===== src/rtl/teller_dispatcher.sv =====
// Bank queue sequencer: issues tickets, counts waiting customers and
// calls the oldest ticket to a round-robin selected open teller.
module teller_dispatcher #(
  parameter int N_TELLERS   = 3,
  parameter int CNT_W       = 4,
  parameter int MAX_WAIT    = 15,
  parameter int TICKET_W    = 7,
  parameter int TICKET_MOD  = 100,
  parameter int HOLD_CYCLES = 8
) (
  input  logic                 clk,
  input  logic                 reset,
  input  logic                 arrive,
  input  logic [N_TELLERS-1:0] teller_en,
  input  logic [N_TELLERS-1:0] teller_req,
  output logic [N_TELLERS-1:0] grant,
  output logic                 call_valid,
  output logic [1:0]           call_teller,
  output logic [TICKET_W-1:0]  call_ticket,
  output logic [TICKET_W-1:0]  next_ticket,
  output logic [CNT_W-1:0]     waiting,
  output logic                 q_empty,
  output logic                 q_full
);

  localparam int TMR_W = $clog2(HOLD_CYCLES) + 1;

  typedef enum logic {
    IDLE,
    ANNOUNCE
  } state_t;

  state_t                 state, d_state;
  logic [N_TELLERS-1:0]   pending, d_pending;
  logic [N_TELLERS-1:0]   d_grant;
  logic [1:0]             rr_ptr, d_rr_ptr;
  logic [TMR_W-1:0]       timer, d_timer;
  logic                   d_call_valid;
  logic [1:0]             d_call_teller;
  logic [TICKET_W-1:0]    d_call_ticket;
  logic [TICKET_W-1:0]    d_next_ticket;
  logic [CNT_W-1:0]       d_waiting;

  logic [N_TELLERS-1:0]   eff;
  logic [1:0]             sel;
  logic                   found;
  logic                   fire;
  logic                   accept;
  logic [TICKET_W:0]      nt_x, w_x, oldest;
  int                     idx;

  assign q_empty = (waiting == '0);
  assign q_full  = (waiting == CNT_W'(MAX_WAIT));

  always_comb begin
    eff   = (pending | teller_req) & teller_en;
    sel   = '0;
    found = 1'b0;
    idx   = 0;
    for (int k = 0; k < N_TELLERS; k++) begin
      idx = (int'(rr_ptr) + k) % N_TELLERS;
      if (!found && eff[idx]) begin
        found = 1'b1;
        sel   = 2'(idx);
      end
    end

    fire   = (state == IDLE) && !q_empty && found;
    accept = arrive && (!q_full || fire);

    // oldest waiting ticket, modulo the display wrap
    nt_x = {1'b0, next_ticket};
    w_x  = (TICKET_W+1)'(waiting);
    if (nt_x >= w_x)
      oldest = nt_x - w_x;
    else
      oldest = nt_x + (TICKET_W+1)'(TICKET_MOD) - w_x;

    d_state       = state;
    d_grant       = '0;
    d_call_valid  = call_valid;
    d_call_teller = call_teller;
    d_call_ticket = call_ticket;
    d_rr_ptr      = rr_ptr;
    d_timer       = timer;
    d_next_ticket = next_ticket;
    d_waiting     = waiting;
    d_pending     = (pending | (teller_req & teller_en)) & teller_en;

    if (accept) begin
      if (next_ticket == TICKET_W'(TICKET_MOD - 1))
        d_next_ticket = '0;
      else
        d_next_ticket = next_ticket + 1'b1;
    end

    unique case ({accept, fire})
      2'b10:   d_waiting = waiting + 1'b1;
      2'b01:   d_waiting = waiting - 1'b1;
      default: d_waiting = waiting;
    endcase

    unique case (state)
      IDLE: begin
        if (fire) begin
          d_grant        = N_TELLERS'(1) << sel;
          d_pending[sel] = 1'b0;
          d_call_valid   = 1'b1;
          d_call_teller  = sel;
          d_call_ticket  = oldest[TICKET_W-1:0];
          d_rr_ptr       = (sel == 2'(N_TELLERS - 1)) ? 2'd0 : sel + 2'd1;
          d_timer        = TMR_W'(HOLD_CYCLES - 1);
          d_state        = ANNOUNCE;
        end
      end
      ANNOUNCE: begin
        if (timer == '0) begin
          d_state      = IDLE;
          d_call_valid = 1'b0;
        end else begin
          d_timer = timer - 1'b1;
        end
      end
      default: d_state = IDLE;
    endcase
  end

  always_ff @(posedge clk) begin
    if (reset) begin
      state       <= IDLE;
      grant       <= '0;
      call_valid  <= 1'b0;
      call_teller <= '0;
      call_ticket <= '0;
      next_ticket <= '0;
      waiting     <= '0;
      pending     <= '0;
      rr_ptr      <= '0;
      timer       <= '0;
    end else begin
      state       <= d_state;
      grant       <= d_grant;
      call_valid  <= d_call_valid;
      call_teller <= d_call_teller;
      call_ticket <= d_call_ticket;
      next_ticket <= d_next_ticket;
      waiting     <= d_waiting;
      pending     <= d_pending;
      rr_ptr      <= d_rr_ptr;
      timer       <= d_timer;
    end
  end

endmodule


===== config.mk =====
export PLATFORM = sky130hd
export DESIGN_NAME = teller_dispatcher
export DESIGN_NICKNAME = d
export VERILOG_FILES = /design/src/rtl/teller_dispatcher.sv
export SDC_FILE = /design/constraint.sdc
export NUM_CORES = 1
export LEC_CHECK = 0
export ABC_AREA = 1
export CORE_MARGIN = 5
export CORE_UTILIZATION = 30
export CTS_BUF_LIST = sky130_fd_sc_hd__clkbuf_16
export CTS_CLUSTER_DIAMETER = 40
export CTS_CLUSTER_SIZE = 16
export DETAILED_ROUTE_END_ITERATION = 8
export GPL_TIMING_DRIVEN = 0
export SLEW_MARGIN = 20
export SYNTH_ARGS = -nofsm -noshare
export SYNTH_HDL_FRONTEND = slang
export SYNTH_SLANG_ARGS = --single-unit

===== constraint.sdc =====
create_clock -name clk -period 4.5 [get_ports clk]
set_input_delay 0.9 -clock clk [delete_from_list [all_inputs] [get_ports clk]]
set_output_delay 0.9 -clock clk [all_outputs]
set_load 0.02 [all_outputs]

==> impl_metrics.json, run 1 <==
{
  "worst_pin_slew_ns": 0.5397,
  "synth-seq-cells": 34,
  "finalSetupViolCount": 0,
  "start_kind": "input pin",
  "endpoint_kind": "register",
  "root_buffer": "clkbuf_16",
  "synth_ff_type": "dfxtp_1",
  "post-cts-setup-buffer-count": 0,
  "grt_usage": 0.1223,
  "place_area_um2": 2673,
  "worst-path-buf-inv": 3,
  "die_h_um": 95.80,
  "cts_hold_buf": 0,
  "io_pins": 35,
  "fin_setup_tns_ns": 0,
  "cts_resized": 0,
  "path_class": "input pin to register",
  "nFillCells": 765,
  "ys_seq_area_frac": 0.3082,
  "dp_cells": 432,
  "die-area_um2": 9177,
  "routed_wl_mm": 5.296,
  "p_leak_nw": 1.246,
  "netlist_area_um2": 2208,
  "vias": 1994,
  "crit_chain": "clkdlybuf4s50_1, o21ai_2, o21ai_0, nand2_1, nand3_2, nand2_4, inv_2, nand2_4, inv_1, ha_1, nand2_1, nor2_1, a211oi_1, nand2_1, nand2_1, nand3_1, nand2_1, nor2_1",
  "syn_avg_cell_area_um2": 7.386,
  "p_per_area_nw_per_um2": 661.5,
  "design_area_um2": 2843,
  "critPathMaxStageDelay_ns": 0.41,
  "synth_edf_count": 0,
  "cpMostUsedCell": "nand2_1",
  "io_buffers": 34,
  "antenna_found_initial": 0,
  "globalplace.congestion": 0.8684,
  "drt-initial-drc-count": 81,
  "synth_warnings": 0,
  "hpwlAfterDp_mm": 4.021,
  "critPathSlowestCell": "clkdlybuf4s50_1",
  "numCtsBuffers": 5,
  "start_util": 0.3061,
  "synthArstFlopShare": 0,
  "grt_remaining_overflow": 0,
  "clockBufferDepth": 2,
  "drv_slew": 0,
  "area_growth_syn_to_layout_pct": 28.73,
  "dr.pass1.iters": 4,
  "core_um2": 7214,
  "status": "completed",
  "drc": 0,
  "max_freq_mhz": 308.7,
  "hold_viol": 0,
  "htreeDepth": 2,
  "critPathRequiredTime_ns": 4.67,
  "crit_arrival_ns": 3.41,
  "grt_first_pass_wirelength_mm": 8.880,
  "max-vdd-ir-drop_mv": 0.2416,
  "cts_sinks": 34,
  "syn_nets": 332,
  "rows": 31,
  "drive_gt1_frac": 0.08211,
  "layout.nets": 373,
  "ff2ff_setup_slack_ns": 1.63,
  "critPathTopFamily": "simple AND/OR/NAND/NOR gates",
  "diodes": 0,
  "min_period_ns": 3.239,
  "finClkSkew_ns": 0.005120,
  "relSlewSlack": 0.6402,
  "wl_per_cell_um": 12.04,
  "cts.reportedPaths.clkPinSlew_ns": 0.06,
  "cts_tree": "yes",
  "final-instance-count-excl-fill": 440,
  "synthesis.instances": 299,
  "hold_path.class": "register to register",
  "critPathMaxFanout": 8,
  "rsz0062_at_grt": "no",
  "grt_pass1_vias": 1916,
  "clk_latency_ns": 0.28,
  "via_per_inst": 4.532,
  "grt_max_degree": 13,
  "die-width_um": 95.80,
  "ant_nets": 0,
  "synth_cell_types": 34,
  "cap_violations": 0,
  "post-route-period-util": 0.7199
}
[cells in the mapped netlist, drive strengths merged, types with 2 or more instances]
cell type,n,area [um^2]
ha,20,250.2
nor4,2,33.78
nor3,5,30.03
dfxtp,34,680.7
nand4,2,12.51
a21oi,27,138.9
a31oi,2,12.51
o21ai,27,138.9
nor2,20,75.07
fa,4,80.08
nand2,52,222.7
nand3,29,150.1
clkbuf,3,11.26
buf,2,22.52
xor2,11,96.34
inv,50,187.7
[metrics by stage]
step | worst slack (ns) | power [mW] | utilization | hold WS [ns]
floorplan | 1.751 | 1.197 | - | 0.4434
global placement | 1.039 | 1.478 | 0.3704 | 0.4538
detailed placement | 0.9882 | 1.489 | 0.3704 | 0.4628
CTS | 1.277 | 1.900 | 0.3940 | 0.4715
global route | 1.012 | 2.066 | 0.3940 | 0.5089
finish | 1.261 | 1.880 | 0.3940 | 0.4653
[path summary, 6_finish.rpt]
path | from | end | depth (start not counted)
setup / recovery | teller_req[2] | waiting[3] | 18
hold / removal | call_ticket[5] | call_ticket[5] | 2
setup reg to reg | rr_ptr[0] | waiting[3] | 20
hold reg to reg | call_ticket[5] | call_ticket[5] | 2
[worst reg2reg max path, delay by kind of cell, from the launching register on]
kind	cells	cell delay (ns)
AOI/OAI and AO/OA	1	0.34
adders and majority gates	2	0.70
buffers and inverters	4	0.27
and+or+nand+nor	13	1.09
DFF	1	0.36
[cell type report]
cell class,count,area [um^2],area share
buffer,5,33.78,0.01188
clock buffer,5,125.1,0.04401
clock inverter,3,45.04,0.01585
inverter,51,191.4,0.06734
multi-input combinational,209,1303,0.4582
sequential,34,680.7,0.2394
tap,99,123.9,0.04357
timing repair buffer,34,340.3,0.1197
[flip-flops by register name, indices dropped and copies added, names as in the netlist, 2 cells and up]
signal / count
call_teller: 2
timer: 4
grant: 3
call_ticket: 7
rr_ptr: 2
next_ticket: 7
waiting: 4
pending: 3
[metal layers]
layer  part of all wire  global-route usage
met3              0.065             0.03987
met4              0.013             0.04384
met1               0.48              0.1520
met2               0.44              0.1975
met5                  0                   0
[cell usage in the layout, fill, tap and decap left out, types with 2 or more instances in the layout]
| master | Yosys | routed |
|---|---|---|
| nand2_1 | 45 | 45 |
| ha_1 | 20 | 20 |
| nand4_1 | 2 | 2 |
| fa_1 | 4 | 4 |
| o21ai_0 | 23 | 23 |
| nor2_1 | 20 | 20 |
| clkbuf_1 | 3 | 3 |
| nand2_4 | 2 | 2 |
| nand2_2 | 5 | 5 |
| xor2_1 | 11 | 11 |
| a21oi_1 | 26 | 26 |
| dfxtp_1 | 34 | 34 |
| o21ai_1 | 3 | 3 |
| nor3_1 | 4 | 4 |
| clkdlybuf4s50_1 | 0 | 34 |
| nand3_1 | 28 | 28 |
| inv_2 | 4 | 4 |
| a31oi_1 | 2 | 2 |
| clkinvlp_4 | 0 | 2 |
| clkbuf_16 | 0 | 5 |
| inv_1 | 46 | 46 |
| buf_6 | 2 | 2 |
[kinds of logic (layout without fill, tap and decap cells)]
kind of cell             Yosys count  count (layout)  synth area share
AND/OR/NAND/NOR                  111             111            0.2402
AO/OA/AOI/OAI                     62              62            0.1524
buffers and inverters             56              98            0.1020
flip-flops                        34              34            0.3082
adder cells (fa/ha/maj)           24              24            0.1496
XOR/XNOR                          12              12           0.04759
[power breakdown]
| group | total [mW] | switching [mW] | internal (mW) |
|---|---|---|---|
| clock | 0.396 | 0.135 | 0.261 |
| combinational | 1.03 | 0.629 | 0.403 |
| sequential | 0.452 | 0.0659 | 0.386 |
| total | 1.88 | 0.831 | 1.05 |
(Power assumes the default switching activity.)
==> run 2: changes to the inputs <==
==> constraint.sdc (replaced) <==
create_clock -name clk -period 3.3 [get_ports clk]
set_input_delay 0.66 -clock clk [delete_from_list [all_inputs] [get_ports clk]]
set_output_delay 0.66 -clock clk [all_outputs]
set_load 0.02 [all_outputs]
==> results of run 2 <==
Same layout as run 1 (identical final DEF). Status: completed.
Main changes from that run: setup slack after placement 0.9882 ns -> 0.02821 ns; setup slack after layout 1.261 ns -> 0.3005 ns; register-to-register setup slack 1.63 ns -> 0.43 ns; total power 1.880 mW -> 2.564 mW; worst IR drop on VDD 0.2416 mV -> 0.3295 mV
==> run 3: changes to the inputs <==
--- a/config.mk
+++ b/config.mk
@@ -5,7 +5,7 @@
 export SDC_FILE = /design/constraint.sdc
 export NUM_CORES = 1
 export LEC_CHECK = 0
-export ABC_AREA = 1
+export ABC_AREA = 0
 export CORE_MARGIN = 5
 export CORE_UTILIZATION = 30
 export CTS_BUF_LIST = sky130_fd_sc_hd__clkbuf_16
==> run 3 against run 2 <==
Clock power grew 14%; die area is 2.8% higher; cell area up 3.6%; critical endpoint unchanged; sequential share of layout area fell by 0.83 points; area after synthesis increased by 3.1%; non-clock buffer count rose by 5; wire length is 10% higher; combinational power is 13% lower; clock skew increased by 0.00066 ns.
==> impl_metrics.json, run 3 <==
{
  "antenna_found_initial": 0,
  "synth_area_leaders": "dfxtp_1 30%, ha_1 11%, inv_1 4.3%",
  "dr.pass1.iters": 4,
  "cts.reportedPaths.clkPinSlew_ns": 0.06,
  "hold_viol": 0,
  "hold_path.class": "register to register",
  "post-route-util": 0.4018,
  "core_um2": 7331,
  "finClkSkew_ns": 0.005776,
  "via_per_inst": 5.007,
  "drv_slew": 0,
  "ys_seq_area_frac": 0.2989,
  "root_buffer": "clkbuf_16",
  "die-width_um": 97.13,
  "cts_sinks": 34,
  "hpwlAfterDp_mm": 4.374,
  "p_per_area_nw_per_um2": 827.6,
  "die_h_um": 97.13,
  "layout.nets": 341,
  "relSlewSlack": 0.5403,
  "worst_pin_slew_ns": 0.6833,
  "yosysMostFrequentCell": "dfxtp_1",
  "rsz0062_at_grt": "no",
  "reg.largest.list": "call_ticket (7), next_ticket (7)",
  "synth_top_area_frac": 0.2989,
  "synth_ff_type": "dfxtp_1",
  "grt_pass1_vias": 2050,
  "start_util": 0.3106,
  "min_period_ns": 3.176,
  "endpoint_kind": "register",
  "ys_top_cells_by_count": "34 x dfxtp_1, 26 x inv_1, 25 x nor2_1",
  "cap_violations": 0,
  "grt_remaining_overflow": 0,
  "synth_cell_types": 59,
  "post-route-period-util": 0.9624,
  "synthesis.instances": 267,
  "grt_usage": 0.1253,
  "routed_wl_mm": 5.847,
  "rows": 31,
  "cts_tree": "yes",
  "final_cell_mix": "34 x dfxtp_1, 32 x clkdlybuf4s50_1, 26 x inv_1",
  "numCtsBuffers": 5,
  "synth_edf_count": 0,
  "max_freq_mhz": 314.9,
  "crit_arrival_ns": 3.34,
  "path_class": "input pin to register",
  "p_leak_nw": 1.192,
  "critPathRequiredTime_ns": 3.46,
  "synth_warnings": 0,
  "critPathMaxFanout": 5,
  "synth_top_area_cell": "dfxtp_1",
  "syn_avg_cell_area_um2": 8.529,
  "drive_gt1_frac": 0.08414,
  "htreeDepth": 2,
  "syn_nets": 300,
  "vias": 2043,
  "globalplace.congestion": 0.8328,
  "io_buffers": 32,
  "clk_latency_ns": 0.28,
  "io_pins": 35,
  "wl_per_cell_um": 14.33,
  "area_growth_syn_to_layout_pct": 29.34,
  "die-area_um2": 9433,
  "ant_nets": 0,
  "layout_setup_ws_ns": 0.1241,
  "synth-seq-cells": 34,
  "place_ws_ns": -0.3573,
  "diodes": 0,
  "drt-initial-drc-count": 74,
  "drc": 0,
  "clockBufferDepth": 2,
  "grt_first_pass_wirelength_mm": 9.832,
  "cts_hold_buf": 0,
  "nFillCells": 748,
  "whs_ns": 0.4553,
  "status": "completed",
  "start_kind": "input pin",
  "final_common_cell": "dfxtp_1",
  "synthArstFlopShare": 0,
  "grt_max_degree": 13,
  "max-vdd-ir-drop_mv": 0.2879,
  "netlist_area_um2": 2277,
  "finalSetupViolCount": 0
}
## run 3: cell count changes in the layout (fill, tap and decap cells not counted), moves of 6 or more
cell	delta
xnor2_1	+9
nand2_1	-27
a21oi_1	-9
inv_1	-20
o21ai_0	-18
a211oi_1	+6
nand3_1	-23
xor2_1	-8
## run 3: critical path, cell delays in order
cell and delay (ns):
clkdlybuf4s50_1 0.44, o21ai_2 0.28, a2bb2oi_2 0.25, o211ai_2 0.17
o21ai_2 0.25, inv_2 0.08, ha_1 0.28, a21o_1 0.11
a21o_1 0.13, nand2_1 0.05, o32a_1 0.31, mux2_1 0.31
## run 3: worst paths after layout
kind	from	to	slack, ns	cells after the start
worst max-delay path	teller_req[1]	waiting[3]	0.12	12
worst min register to register	call_ticket[5]	call_ticket[5]	0.46	2
worst max register to register	rr_ptr[0]	waiting[3]	0.26	13
worst min-delay path	call_ticket[5]	call_ticket[5]	0.46	2
## run 3: report_power, final
group | internal (mW) | switching (mW)
combinational | 0.545 | 0.686
sequential | 0.511 | 0.0805
clock | 0.434 | 0.182
## run 3: layer usage
metal	global-route usage	wire length, um
met1	0.1568	2838
met2	0.2081	2701
met3	0.03805	252
met4	0.03456	54
met5	0	0
## run 3: layout make-up
cell class                 count  area (um^2)  area share
multi-input combinational    196         1469      0.4987
sequential                    34        680.7      0.2311
timing repair buffer          34        335.3      0.1138
clock buffer                   5        125.1     0.04248
tap                           99        123.9     0.04206
inverter                      27        101.3     0.03441
clock inverter                 3        68.82     0.02336
buffer                        10        41.29     0.01402
## run 3: metrics by stage
stage	setup TNS [ns]	std cells	cell area [um^2]	power, mW
4_1_cts	0	406	2923	2.430
3_3_place_gp	-0.4750	398	2721	1.780
3_5_place_dp	-0.5221	398	2721	1.798
5_1_grt	0	408	2945	2.633
2_1_floorplan	0	267	2277	1.447
6_report	0	408	2945	2.438
## run 3: cells by family after synthesis
group	share of synthesized area
AO/OA/AOI/OAI	0.2495
AND/OR/NAND/NOR	0.1599
buffers and inverters	0.06263
flip-flops	0.2989
adder cells (fa/ha/maj)	0.1451
XOR/XNOR	0.05000
multiplexers	0.03406
## run 3: repair_timing
action,CTS,global route
setup endpoints to repair,1,1
gates resized for setup,2,1
setup buffers,0,2
pin swaps,0,1
